**config.mk**
```make
export PLATFORM = sky130hd
export DESIGN_NAME = sccb_slave
export DESIGN_NICKNAME = d
export VERILOG_FILES = /design/src/rtl/sccb_pkg.sv /design/src/rtl/sccb_line_filter.sv /design/src/rtl/sccb_slave.sv
export SDC_FILE = /design/constraint.sdc
export NUM_CORES = 1
export LEC_CHECK = 0
export BUFFER_PORTS_ARGS = -buffer_cell sky130_fd_sc_hd__buf_2
export CAP_MARGIN = 10
export CORE_UTILIZATION = 50
export CTS_BUF_LIST = sky130_fd_sc_hd__clkbuf_4 sky130_fd_sc_hd__clkbuf_8
export DETAILED_ROUTE_END_ITERATION = 12
export PLACE_DENSITY_LB_ADDON = 0.15
export RECOVER_POWER = 25
export SLEW_MARGIN = 10
export SYNTH_ARGS = -nofsm -noshare
export SYNTH_HDL_FRONTEND = slang
export SYNTH_SLANG_ARGS = --single-unit
```
**constraint.sdc**
```tcl
create_clock -name sclk_50m -period 2.55 [get_ports sclk_50m]
set_input_delay 0.255 -clock sclk_50m [delete_from_list [all_inputs] [get_ports sclk_50m]]
set_output_delay 0.255 -clock sclk_50m [all_outputs]
set_load 0.005 [all_outputs]
```
**src/rtl/sccb_pkg.sv**
```systemverilog
// Shared SCCB slave definitions: FSM state encoding and default parameters.
package sccb_pkg;

    localparam logic [7:0]  DEF_DEV_ID = 8'h78;
    localparam int unsigned DEF_FILT   = 3;

    typedef enum logic [3:0] {
        IDLE, ID, ID_ACK, AH, AH_ACK, AL, AL_ACK, WDAT, WDAT_ACK, RDAT, RDAT_ACK, IGNORE
    } sccb_state_e;

endpackage

```
**src/rtl/sccb_line_filter.sv**
```systemverilog
// Synchronizes and de-glitches scl/sda, then flags scl edges and START/STOP conditions.
module sccb_line_filter
    import sccb_pkg::*;
#(
    parameter int unsigned FILT = DEF_FILT
) (
    input  logic clk,
    input  logic rst,
    input  logic scl,
    input  logic sda_in,
    output logic sda_f,
    output logic scl_rise,
    output logic scl_fall,
    output logic start,
    output logic stop
);

    logic [1:0]      scl_sync, sda_sync;
    logic [FILT-1:0] scl_hist, sda_hist;
    logic            scl_q, sda_q, scl_p, sda_p;

    always_ff @(posedge clk or posedge rst) begin
        if (rst) begin
            scl_sync <= '1;
            sda_sync <= '1;
            scl_hist <= '1;
            sda_hist <= '1;
            scl_q    <= 1'b1;
            sda_q    <= 1'b1;
            scl_p    <= 1'b1;
            sda_p    <= 1'b1;
        end else begin
            scl_sync <= {scl_sync[0], scl};
            sda_sync <= {sda_sync[0], sda_in};
            scl_hist <= (scl_hist << 1) | FILT'(scl_sync[1]);
            sda_hist <= (sda_hist << 1) | FILT'(sda_sync[1]);
            // A level only changes once FILT consecutive samples agree.
            if (&scl_hist) scl_q <= 1'b1;
            else if (scl_hist == '0) scl_q <= 1'b0;
            if (&sda_hist) sda_q <= 1'b1;
            else if (sda_hist == '0) sda_q <= 1'b0;
            scl_p <= scl_q;
            sda_p <= sda_q;
        end
    end

    assign sda_f    = sda_q;
    assign scl_rise = scl_q & ~scl_p;
    assign scl_fall = ~scl_q & scl_p;
    assign start    = scl_q & scl_p & sda_p & ~sda_q;
    assign stop     = scl_q & scl_p & ~sda_p & sda_q;

endmodule

```
**src/rtl/sccb_slave.sv**
```systemverilog
// SCCB register-access slave with 16-bit addressing and auto-increment.
// Define SCCB_SLAVE_READ_EN to enable the read path (RDAT/RDAT_ACK).
module sccb_slave
    import sccb_pkg::*;
#(
    parameter logic [7:0]  DEV_ID = DEF_DEV_ID,
    parameter int unsigned FILT   = DEF_FILT
) (
    input  logic        sclk_50m,
    input  logic        s_rst,
    input  logic        scl,
    input  logic        sda_in,
    output logic        sda_oe,
    output logic        wr_vld,
    output logic [15:0] wr_addr,
    output logic [7:0]  wr_data,
    output logic [15:0] rd_addr,
    input  logic [7:0]  rd_data,
    output logic        busy
);

    logic sda_f, scl_rise, scl_fall, start, stop;

    sccb_line_filter #(.FILT(FILT)) u_filter (
        .clk      (sclk_50m),
        .rst      (s_rst),
        .scl      (scl),
        .sda_in   (sda_in),
        .sda_f    (sda_f),
        .scl_rise (scl_rise),
        .scl_fall (scl_fall),
        .start    (start),
        .stop     (stop)
    );

    sccb_state_e state_q, state_d;
    logic [3:0]  cnt_q, cnt_d;
    logic [7:0]  sh_q, sh_d;
    logic        oe_q, oe_d, rw_q, rw_d, ack_q, ack_d, wr_vld_q, wr_vld_d, busy_q, busy_d;
    logic [15:0] wr_addr_q, wr_addr_d, rd_addr_q, rd_addr_d;
    logic [7:0]  wr_data_q, wr_data_d;

    always_ff @(posedge sclk_50m or posedge s_rst) begin
        if (s_rst) begin
            state_q   <= IDLE;
            cnt_q     <= '0;
            sh_q      <= '0;
            oe_q      <= 1'b0;
            rw_q      <= 1'b0;
            ack_q     <= 1'b0;
            wr_vld_q  <= 1'b0;
            busy_q    <= 1'b0;
            wr_addr_q <= '0;
            rd_addr_q <= '0;
            wr_data_q <= '0;
        end else begin
            state_q   <= state_d;
            cnt_q     <= cnt_d;
            sh_q      <= sh_d;
            oe_q      <= oe_d;
            rw_q      <= rw_d;
            ack_q     <= ack_d;
            wr_vld_q  <= wr_vld_d;
            busy_q    <= busy_d;
            wr_addr_q <= wr_addr_d;
            rd_addr_q <= rd_addr_d;
            wr_data_q <= wr_data_d;
        end
    end

    always_comb begin
        state_d   = state_q;
        cnt_d     = cnt_q;
        sh_d      = sh_q;
        oe_d      = oe_q;
        rw_d      = rw_q;
        ack_d     = ack_q;
        wr_vld_d  = 1'b0;
        busy_d    = busy_q;
        wr_addr_d = wr_addr_q;
        rd_addr_d = rd_addr_q;
        wr_data_d = wr_data_q;
        // Address advances the cycle after the strobe so wr_addr is stable with wr_vld.
        if (wr_vld_q) begin
            wr_addr_d = wr_addr_q + 16'd1;
`ifdef SCCB_SLAVE_READ_EN
            rd_addr_d = rd_addr_q + 16'd1;
`endif
        end
        if (stop) begin
            state_d = IDLE;
            oe_d    = 1'b0;
            busy_d  = 1'b0;
        end else if (start) begin
            state_d = ID;
            cnt_d   = '0;
            oe_d    = 1'b0;
            busy_d  = 1'b1;
        end else begin
            case (state_q)
                ID, AH, AL, WDAT: begin
                    if (scl_rise) begin
                        sh_d  = {sh_q[6:0], sda_f};
                        cnt_d = cnt_q + 4'd1;
                    end else if (scl_fall && cnt_q == 4'd8) begin
                        cnt_d = '0;
                        oe_d  = 1'b1;
                        if (state_q == ID) begin
                            if (sh_q == DEV_ID) begin
                                rw_d    = 1'b0;
                                state_d = ID_ACK;
                            end
`ifdef SCCB_SLAVE_READ_EN
                            else if (sh_q == (DEV_ID | 8'h01)) begin
                                rw_d    = 1'b1;
                                state_d = ID_ACK;
                            end
`endif
                            else begin
                                oe_d    = 1'b0;
                                state_d = IGNORE;
                            end
                        end else if (state_q == AH) begin
                            wr_addr_d[15:8] = sh_q;
                            state_d         = AH_ACK;
                        end else if (state_q == AL) begin
                            wr_addr_d[7:0] = sh_q;
`ifdef SCCB_SLAVE_READ_EN
                            rd_addr_d      = {wr_addr_q[15:8], sh_q};
`endif
                            state_d        = AL_ACK;
                        end else begin
                            wr_data_d = sh_q;
                            state_d   = WDAT_ACK;
                        end
                    end
                end
                ID_ACK: begin
                    if (scl_fall) begin
                        oe_d    = 1'b0;
                        cnt_d   = '0;
                        state_d = AH;
`ifdef SCCB_SLAVE_READ_EN
                        if (rw_q) begin
                            state_d = RDAT;
                            sh_d    = rd_data;
                            oe_d    = ~rd_data[7];
                        end
`endif
                    end
                end
                AH_ACK: if (scl_fall) begin
                    oe_d    = 1'b0;
                    state_d = AL;
                end
                AL_ACK: if (scl_fall) begin
                    oe_d    = 1'b0;
                    state_d = WDAT;
                end
                WDAT_ACK: if (scl_fall) begin
                    oe_d     = 1'b0;
                    wr_vld_d = 1'b1;
                    state_d  = WDAT;
                end
`ifdef SCCB_SLAVE_READ_EN
                RDAT: begin
                    if (scl_rise) begin
                        cnt_d = cnt_q + 4'd1;
                    end else if (scl_fall && cnt_q == 4'd8) begin
                        cnt_d   = '0;
                        oe_d    = 1'b0;
                        state_d = RDAT_ACK;
                    end else if (scl_fall && cnt_q != 4'd0) begin
                        oe_d = ~sh_q[6];
                        sh_d = {sh_q[6:0], 1'b0};
                    end
                end
                RDAT_ACK: begin
                    // Bump the address on the ACK clock so rd_data is current at the next load.
                    if (scl_rise) begin
                        ack_d = ~sda_f;
                        if (!sda_f) rd_addr_d = rd_addr_q + 16'd1;
                    end else if (scl_fall) begin
                        if (ack_q) begin
                            state_d = RDAT;
                            cnt_d   = '0;
                            sh_d    = rd_data;
                            oe_d    = ~rd_data[7];
                        end else begin
                            state_d = IGNORE;
                        end
                    end
                end
`endif
                default: ;
            endcase
        end
    end

`ifndef SCCB_SLAVE_READ_EN
    logic unused_rd;
    assign unused_rd = ^{rd_data, ack_q, rw_q};
`endif

    assign sda_oe  = oe_q;
    assign wr_vld  = wr_vld_q;
    assign wr_addr = wr_addr_q;
    assign wr_data = wr_data_q;
    assign rd_addr = rd_addr_q;
    assign busy    = busy_q;

endmodule
```
==> flow_metrics.tcl, run 1 <==
set metrics [dict create \
    ys_types 52 \
    dp_hpwl_um 3580 \
    area_growth_syn_to_layout_pct 14.2 \
    path_class "reg -> reg" \
    grt_max_degree 34 \
    layout-drive-gt1-share 0.260 \
    final_cell_mix "dfrtp_1 (43), buf_2 (30), nor2_1 (23), nand2_1 (22)" \
    cts_tree "done" \
    power.density_nw_per_um2 729 \
    critPathMaxFanout 8 \
    grt_pass1_vias 1912 \
    yosys.area.top_type "dfrtp_1" \
    multi_input_area_um2 1230 \
    die_x_um 77.3 \
    hp-start "sda_in" \
    fin_ws_ps 470 \
    place_ws_ps 454 \
    fillers 465 \
    ys_async_sr_fraction 1.00 \
    setup_violations 0 \
    final_area_um2 3240 \
    overflow 0 \
    rsz0062_at_grt "false" \
    synth_xor_area_frac 0.0494 \
    use_met2 0.302 \
    ant_nets 0 \
    fin_cells 387 \
    diodes 0 \
    timing.setup.tns_ps 0 \
    synth_top_area_share 0.380 \
    ys_seq_area_frac 0.509 \
    io_pins 55 \
    drcViolationCount 0 \
    finalPower_mw 2.36 \
    synthFlopType "dfrtp_1" \
    hold_end "u_filter.sda_sync[0]$_DFF_PP1_" \
    ir_drop_mv 0.499 \
    grtUsageMet3 0.0405 \
    via_count 2030 \
    grt_util_met1 0.254 \
    initial_utilization 0.518 \
    cts.htree.levels 3 \
    holdPathStages 1 \
    ys_warn_count 0 \
    grt_pass1_wl_um 8870 \
    status "complete, no violations" \
    finalHoldViolCount 0 \
    netlist_area_um2 2840 \
    cts.sinks 57 \
    synthCells 277 \
    final_common_cell "dfrtp_1" \
    leakage_nw 1.54 \
    worstReg2RegEnd "wr_data[4]$_DFFE_PP0P_" \
    dr.first_iter.drc_count 105 \
    finalCritPeriodShare 0.816 \
    clk_pin_slew_ps 70 \
    grt_antenna_before_repair 0 \
    place_congestion 0.806 \
    worst_setup_path_start_kind "flop" \
    ys_seq_elements 57 \
    reg2regPathDepth 6 \
    numPortBuffers 30 \
    grt_usage 0.194 \
    clk_latency_ps 330 \
    clk_path_buf_depth 2 \
    first_pass_iters 4 \
    fmax_mhz 481 \
    die_y_um 77.3 \
    fin_crit_ps 2080 \
    slew_headroom 0.371 \
    reg2reg_from "cnt_q[0]$_DFFE_PP0P_" \
    synth.area.top_cells "dfrtp_1 (38%), dfstp_2 (13%), mux2_2 (6.8%)" \
    cts_root_buffer "clkbuf_8" \
    coreArea_um2 5470 \
    finClkSkew_ps 12.6 \
    worstMarginPinSlew_ps 942 \
    synth_compound_area_frac 0.108 \
    wl_per_cell_um 13.4 \
    worstPathArrival_ps 2300 \
    crit_path_end_kind "flop" \
    yosys.area_share.simple 0.169 \
    drt_wl_total_um 5200 \
    synth_edf_count 0 \
    rows 27 \
    viasPerCell 5.25 \
    synth_top_family_by_area "simple AND/OR/NAND/NOR gates" \
    dp.cells 370 \
    critPathRequiredTime_ps 2770 \
    hold_path_class "in -> reg" \
    regArea_um2 1440 \
    final_net_count 325 \
    cts_resized 0 \
    synthAdderAreaFrac 0.0132 \
    muxShareOfSynthArea 0.0746 \
    cts_buffers 9 \
    syn_avg_cell_area_um2 10.2 \
    gr-max-usage-layer "met2" \
    rrSetupSlack_ps 470 \
    dieArea_um2 5980 \
    dpl-instance-area_um2 3000 \
    max_cap_viol_count 0 \
    slew_viol_final 0 \
]
-- cells in the mapped netlist, drive strengths merged, types with 3 or more instances --
library cell / n
mux2: 17
a21oi: 15
nand3: 10
nor3: 6
buf: 21
nand2: 22
ha: 3
or2: 3
o21ai: 19
nand2b: 4
dfrtp: 43
clkbuf: 7
nor2: 23
xnor2: 5
nor2b: 4
dfstp: 14
a31oi: 3
xor2: 11
inv: 11
nand4: 4
-- stage by stage --
| stage | util | hold WS, ps |
|---|---|---|
| 4_1_cts | 0.591 | 5.13 |
| 3_3_place_gp | 0.548 | 322 |
| 5_1_grt | 0.591 | 4.53 |
| 2_1_floorplan | - | 259 |
| 3_5_place_dp | 0.548 | 328 |
| 6_report | 0.591 | 22.5 |
-- critical path, stage by stage, from the launching register on --
cell and delay [ps]:
dfrtp_1 400, inv_1 100, ha_1 150, nand4b_1 170
or2_1 330, nor3_4 420, mux2_2 390
-- where the power goes --
part	internal (mW)	switching (mW)
clock	0.560	0.358
sequential	1.00	0.135
combinational	0.144	0.158
total	1.71	0.651
-- timing repair --
action                    in CTS  in global routing
hold endpoints to repair      12                  0
buffers inserted               0                  0
hold buffers                   1                  0
-- sequential cells by signal, summed over array words and instances (netlist names), 2 cells and up --
name	flops
u_filter.sda_sync	2
u_filter.scl_hist	3
state_q	4
wr_data	8
u_filter.scl_sync	2
sh_q	8
cnt_q	4
wr_addr	16
u_filter.sda_hist	3
-- worst max path at each step --
stage,startpoint,end,slack (ps),depth (start not counted)
floorplan,u_filter.scl_q$_DFFE_PP1P_,sh_q[0]$_DFFE_PP0P_,690,5
global placement,cnt_q[0]$_DFFE_PP0P_,wr_data[4]$_DFFE_PP0P_,500,6
detailed placement,cnt_q[0]$_DFFE_PP0P_,wr_data[4]$_DFFE_PP0P_,450,6
CTS,cnt_q[0]$_DFFE_PP0P_,wr_data[4]$_DFFE_PP0P_,440,6
global route,cnt_q[0]$_DFFE_PP0P_,wr_data[0]$_DFFE_PP0P_,360,6
finish,cnt_q[0]$_DFFE_PP0P_,wr_data[4]$_DFFE_PP0P_,470,6
-- area by class of cell --
| class | instances | area share |
|---|---|---|
| timing repair buffer | 35 | 0.0626 |
| sequential | 57 | 0.446 |
| tap | 72 | 0.0278 |
| clock inverter | 3 | 0.0143 |
| inverter | 11 | 0.0128 |
| clock buffer | 13 | 0.0553 |
| multi-input combinational | 196 | 0.381 |
-- kinds of logic (layout without fill, tap and decap cells) --
family,after synthesis,in the layout
compound gates,51,51
xor+xnor,16,16
fa+ha+maj,3,3
buf+inv,39,62
flops,57,57
mux,19,19
other cells,1,16
simple gates,91,91
-- per-layer routing --
layer | vias up | part of all wire
met3 | 9 | 0.036
met2 | 54 | 0.47
met4 | 0 | 0.018
met1 | 976 | 0.48
li1 | 991 | -
met5 | - | 0
(Power assumes the default switching activity.)
==> run 2: changes to the inputs <==
ABC_AREA = 1   (was unset)
clock period = 1.8 ns   (was 2.55 ns; I/O delays follow)
==> run 2 against run 1 <==
Clock skew is 3.1 ps lower. Sequential power increased by 50%. Wire length is 15% higher. Critical endpoint is now wr_addr[7]$_DFF_PP0_. Via count increased by 20%. Final cell count grew 30%. Sequential cell count unchanged.
==> flow_metrics.tcl, run 2 <==
set metrics [dict create \
    slew_headroom 0.492 \
    cts_resized 0 \
    synth_xor_area_frac 0.0195 \
    cts.sinks 57 \
    crit_path_end_kind "flop" \
    die_x_um 81.3 \
    finalHoldViolCount 0 \
    final_cell_mix "nand2_1 (106), dfrtp_1 (43), inv_1 (36), buf_2 (30), nor2_1 (27)" \
    area_growth_syn_to_layout_pct 12.8 \
    status "complete, no violations" \
    drt_wl_total_um 5980 \
    fillers 583 \
    slew_viol_final 0 \
    grt_antenna_before_repair 0 \
    ir_drop_mv 0.800 \
    path_class "reg -> reg" \
    place_congestion 0.831 \
    synth_top_family_by_area "simple AND/OR/NAND/NOR gates" \
    cts_hold_buffers 3 \
    viasPerCell 4.86 \
    yosys.area.top_type "dfrtp_1" \
    syn_avg_cell_area_um2 8.33 \
    grt_pass1_wl_um 10400 \
    layout-drive-gt1-share 0.253 \
    finClkSkew_ps 9.47 \
    clk_path_buf_depth 2 \
    rows 28 \
    fmax_mhz 624 \
    clk_pin_slew_ps 70 \
    worst_setup_path_start_kind "flop" \
    finalCritPeriodShare 0.890 \
    switching_share 0.403 \
    final_area_um2 3550 \
    setup_violations 0 \
    power_switching_mw 1.65 \
    final_net_count 437 \
    cellInternalPower_mw 2.45 \
    critPathMaxFanout 6 \
    clkPwrFrac 0.259 \
    final_common_cell "nand2_1" \
    die_y_um 81.3 \
    finalPower_mw 4.11 \
    ys_warn_count 0 \
    post-cts-setup-buffers 0 \
    dieArea_um2 6620 \
    critPathRequiredTime_ps 2070 \
    max_cap_viol_count 0 \
    grt_pass1_vias 2310 \
    power_frac_seq 0.415 \
    wl_per_cell_um 11.9 \
    synth_compound_area_frac 0.0755 \
    grt_max_degree 58 \
    synth_edf_count 0 \
    dpl-instance-area_um2 3350 \
    hold_path_class "reg -> reg" \
    dp_hpwl_um 4380 \
    overflow 0 \
    synth.most_common_cell "nand2_1" \
    synthFlopType "dfrtp_1" \
    synth.area.top_cells "dfrtp_1 (34%), nand2_1 (13%), dfstp_2 (12%)" \
    yosys.area_share.simple 0.333 \
    cts.htree.levels 3 \
    initial_utilization 0.525 \
    leakage_nw 1.82 \
    diodes 0 \
    synthCells 378 \
    ys_types 37 \
    via_count 2441 \
    grt_usage 0.211 \
    rsz0062_at_grt "false" \
    netlist_area_um2 3150 \
    largest_reg_flops 16 \
    worstMarginPinSlew_ps 762 \
    ys_seq_elements 57 \
    ant_nets 0 \
    power.density_nw_per_um2 1160 \
    cts_tree "done" \
    synthAdderAreaFrac 0.0119 \
    clk_latency_ps 340 \
    first_pass_iters 4 \
    fin_crit_ps 1600 \
    drcViolationCount 0 \
    io_pins 55 \
    coreArea_um2 5990 \
    dr.first_iter.drc_count 85 \
    cts_root_buffer "clkbuf_8" \
    ys_async_sr_fraction 1.00 \
    muxShareOfSynthArea 0 \
    timing.setup.tns_ps 0 \
    worstPathArrival_ps 1870 \
    pwr-share-comb 0.326 \
    ys_seq_area_frac 0.459 \
    cts_buffers 9 \
    synth_top_area_share 0.342 \
    numPortBuffers 30 \
    ys_top_cells_by_count "nand2_1 (106), dfrtp_1 (43), inv_1 (36), nor2_1 (27), nand3_1 (24)" \
]
[run 2: layer usage]
metal,share of wire,GRT usage
met4,0.020,0.107
met3,0.035,0.0427
met1,0.48,0.272
met2,0.47,0.333
met5,0,0
[run 2: cell families after synthesis]
family,count (synthesis)
simple gates,205
buf+inv,65
flops,57
compound gates,40
xor+xnor,7
fa+ha+maj,3
other cells,1
[run 2: critical path, cell delays in order (launching register included)]
cell	delay, ps
dfrtp_1	410
inv_1	90
ha_1	150
nand3_1	170
nor2_8	200
nand2_1	110
nor3_4	220
nand2_1	100
o21ai_1	90
[run 2: worst paths after layout]
kind                                                  end  slack [ps]                           start  cells past startpoint
max                                  wr_addr[7]$_DFF_PP0_         200            cnt_q[0]$_DFFE_PP0P_                      8
min                        u_filter.sda_sync[1]$_DFF_PP1_         360  u_filter.sda_sync[0]$_DFF_PP1_                      0
max reg2reg                          wr_addr[7]$_DFF_PP0_         200            cnt_q[0]$_DFFE_PP0P_                      8
min reg2reg                u_filter.sda_sync[1]$_DFF_PP1_         360  u_filter.sda_sync[0]$_DFF_PP1_                      0
max in group asynchronous            cnt_q[3]$_DFFE_PP0P_         650                           s_rst                      4
min in group asynchronous          wr_data[3]$_DFFE_PP0P_         660                           s_rst                      4
[run 2: power groups by stage]
stage          Sequential [mW]  Combinational, mW  Clock [mW]
3_3_place_gp              1.73               1.33           0
3_5_place_dp              1.73               1.35           0
2_1_floorplan             1.68               1.11           0
5_1_grt                   1.73               1.54        1.15
4_1_cts                   1.71               1.36        1.09
6_report                  1.71               1.34        1.06
[run 2: stage by stage]
step	setup WS [ps]	hold WS, ps	utilization	instances
6_report	198	358	0.593	502
5_1_grt	54.9	361	0.593	502
4_1_cts	172	360	0.595	502
3_5_place_dp	187	274	0.560	483
3_3_place_gp	218	258	0.560	483
2_1_floorplan	244	184	-	393
[run 2: final cells by class]
type                       count  area [um^2]  share of cell area
multi-input combinational    271         1450               0.407
inverter                      46          178              0.0501
sequential                    57         1440               0.407
clock inverter                 7         55.1              0.0155
tap                           75         93.8              0.0264
clock buffer                   9          124              0.0349
timing repair buffer          37          210              0.0592
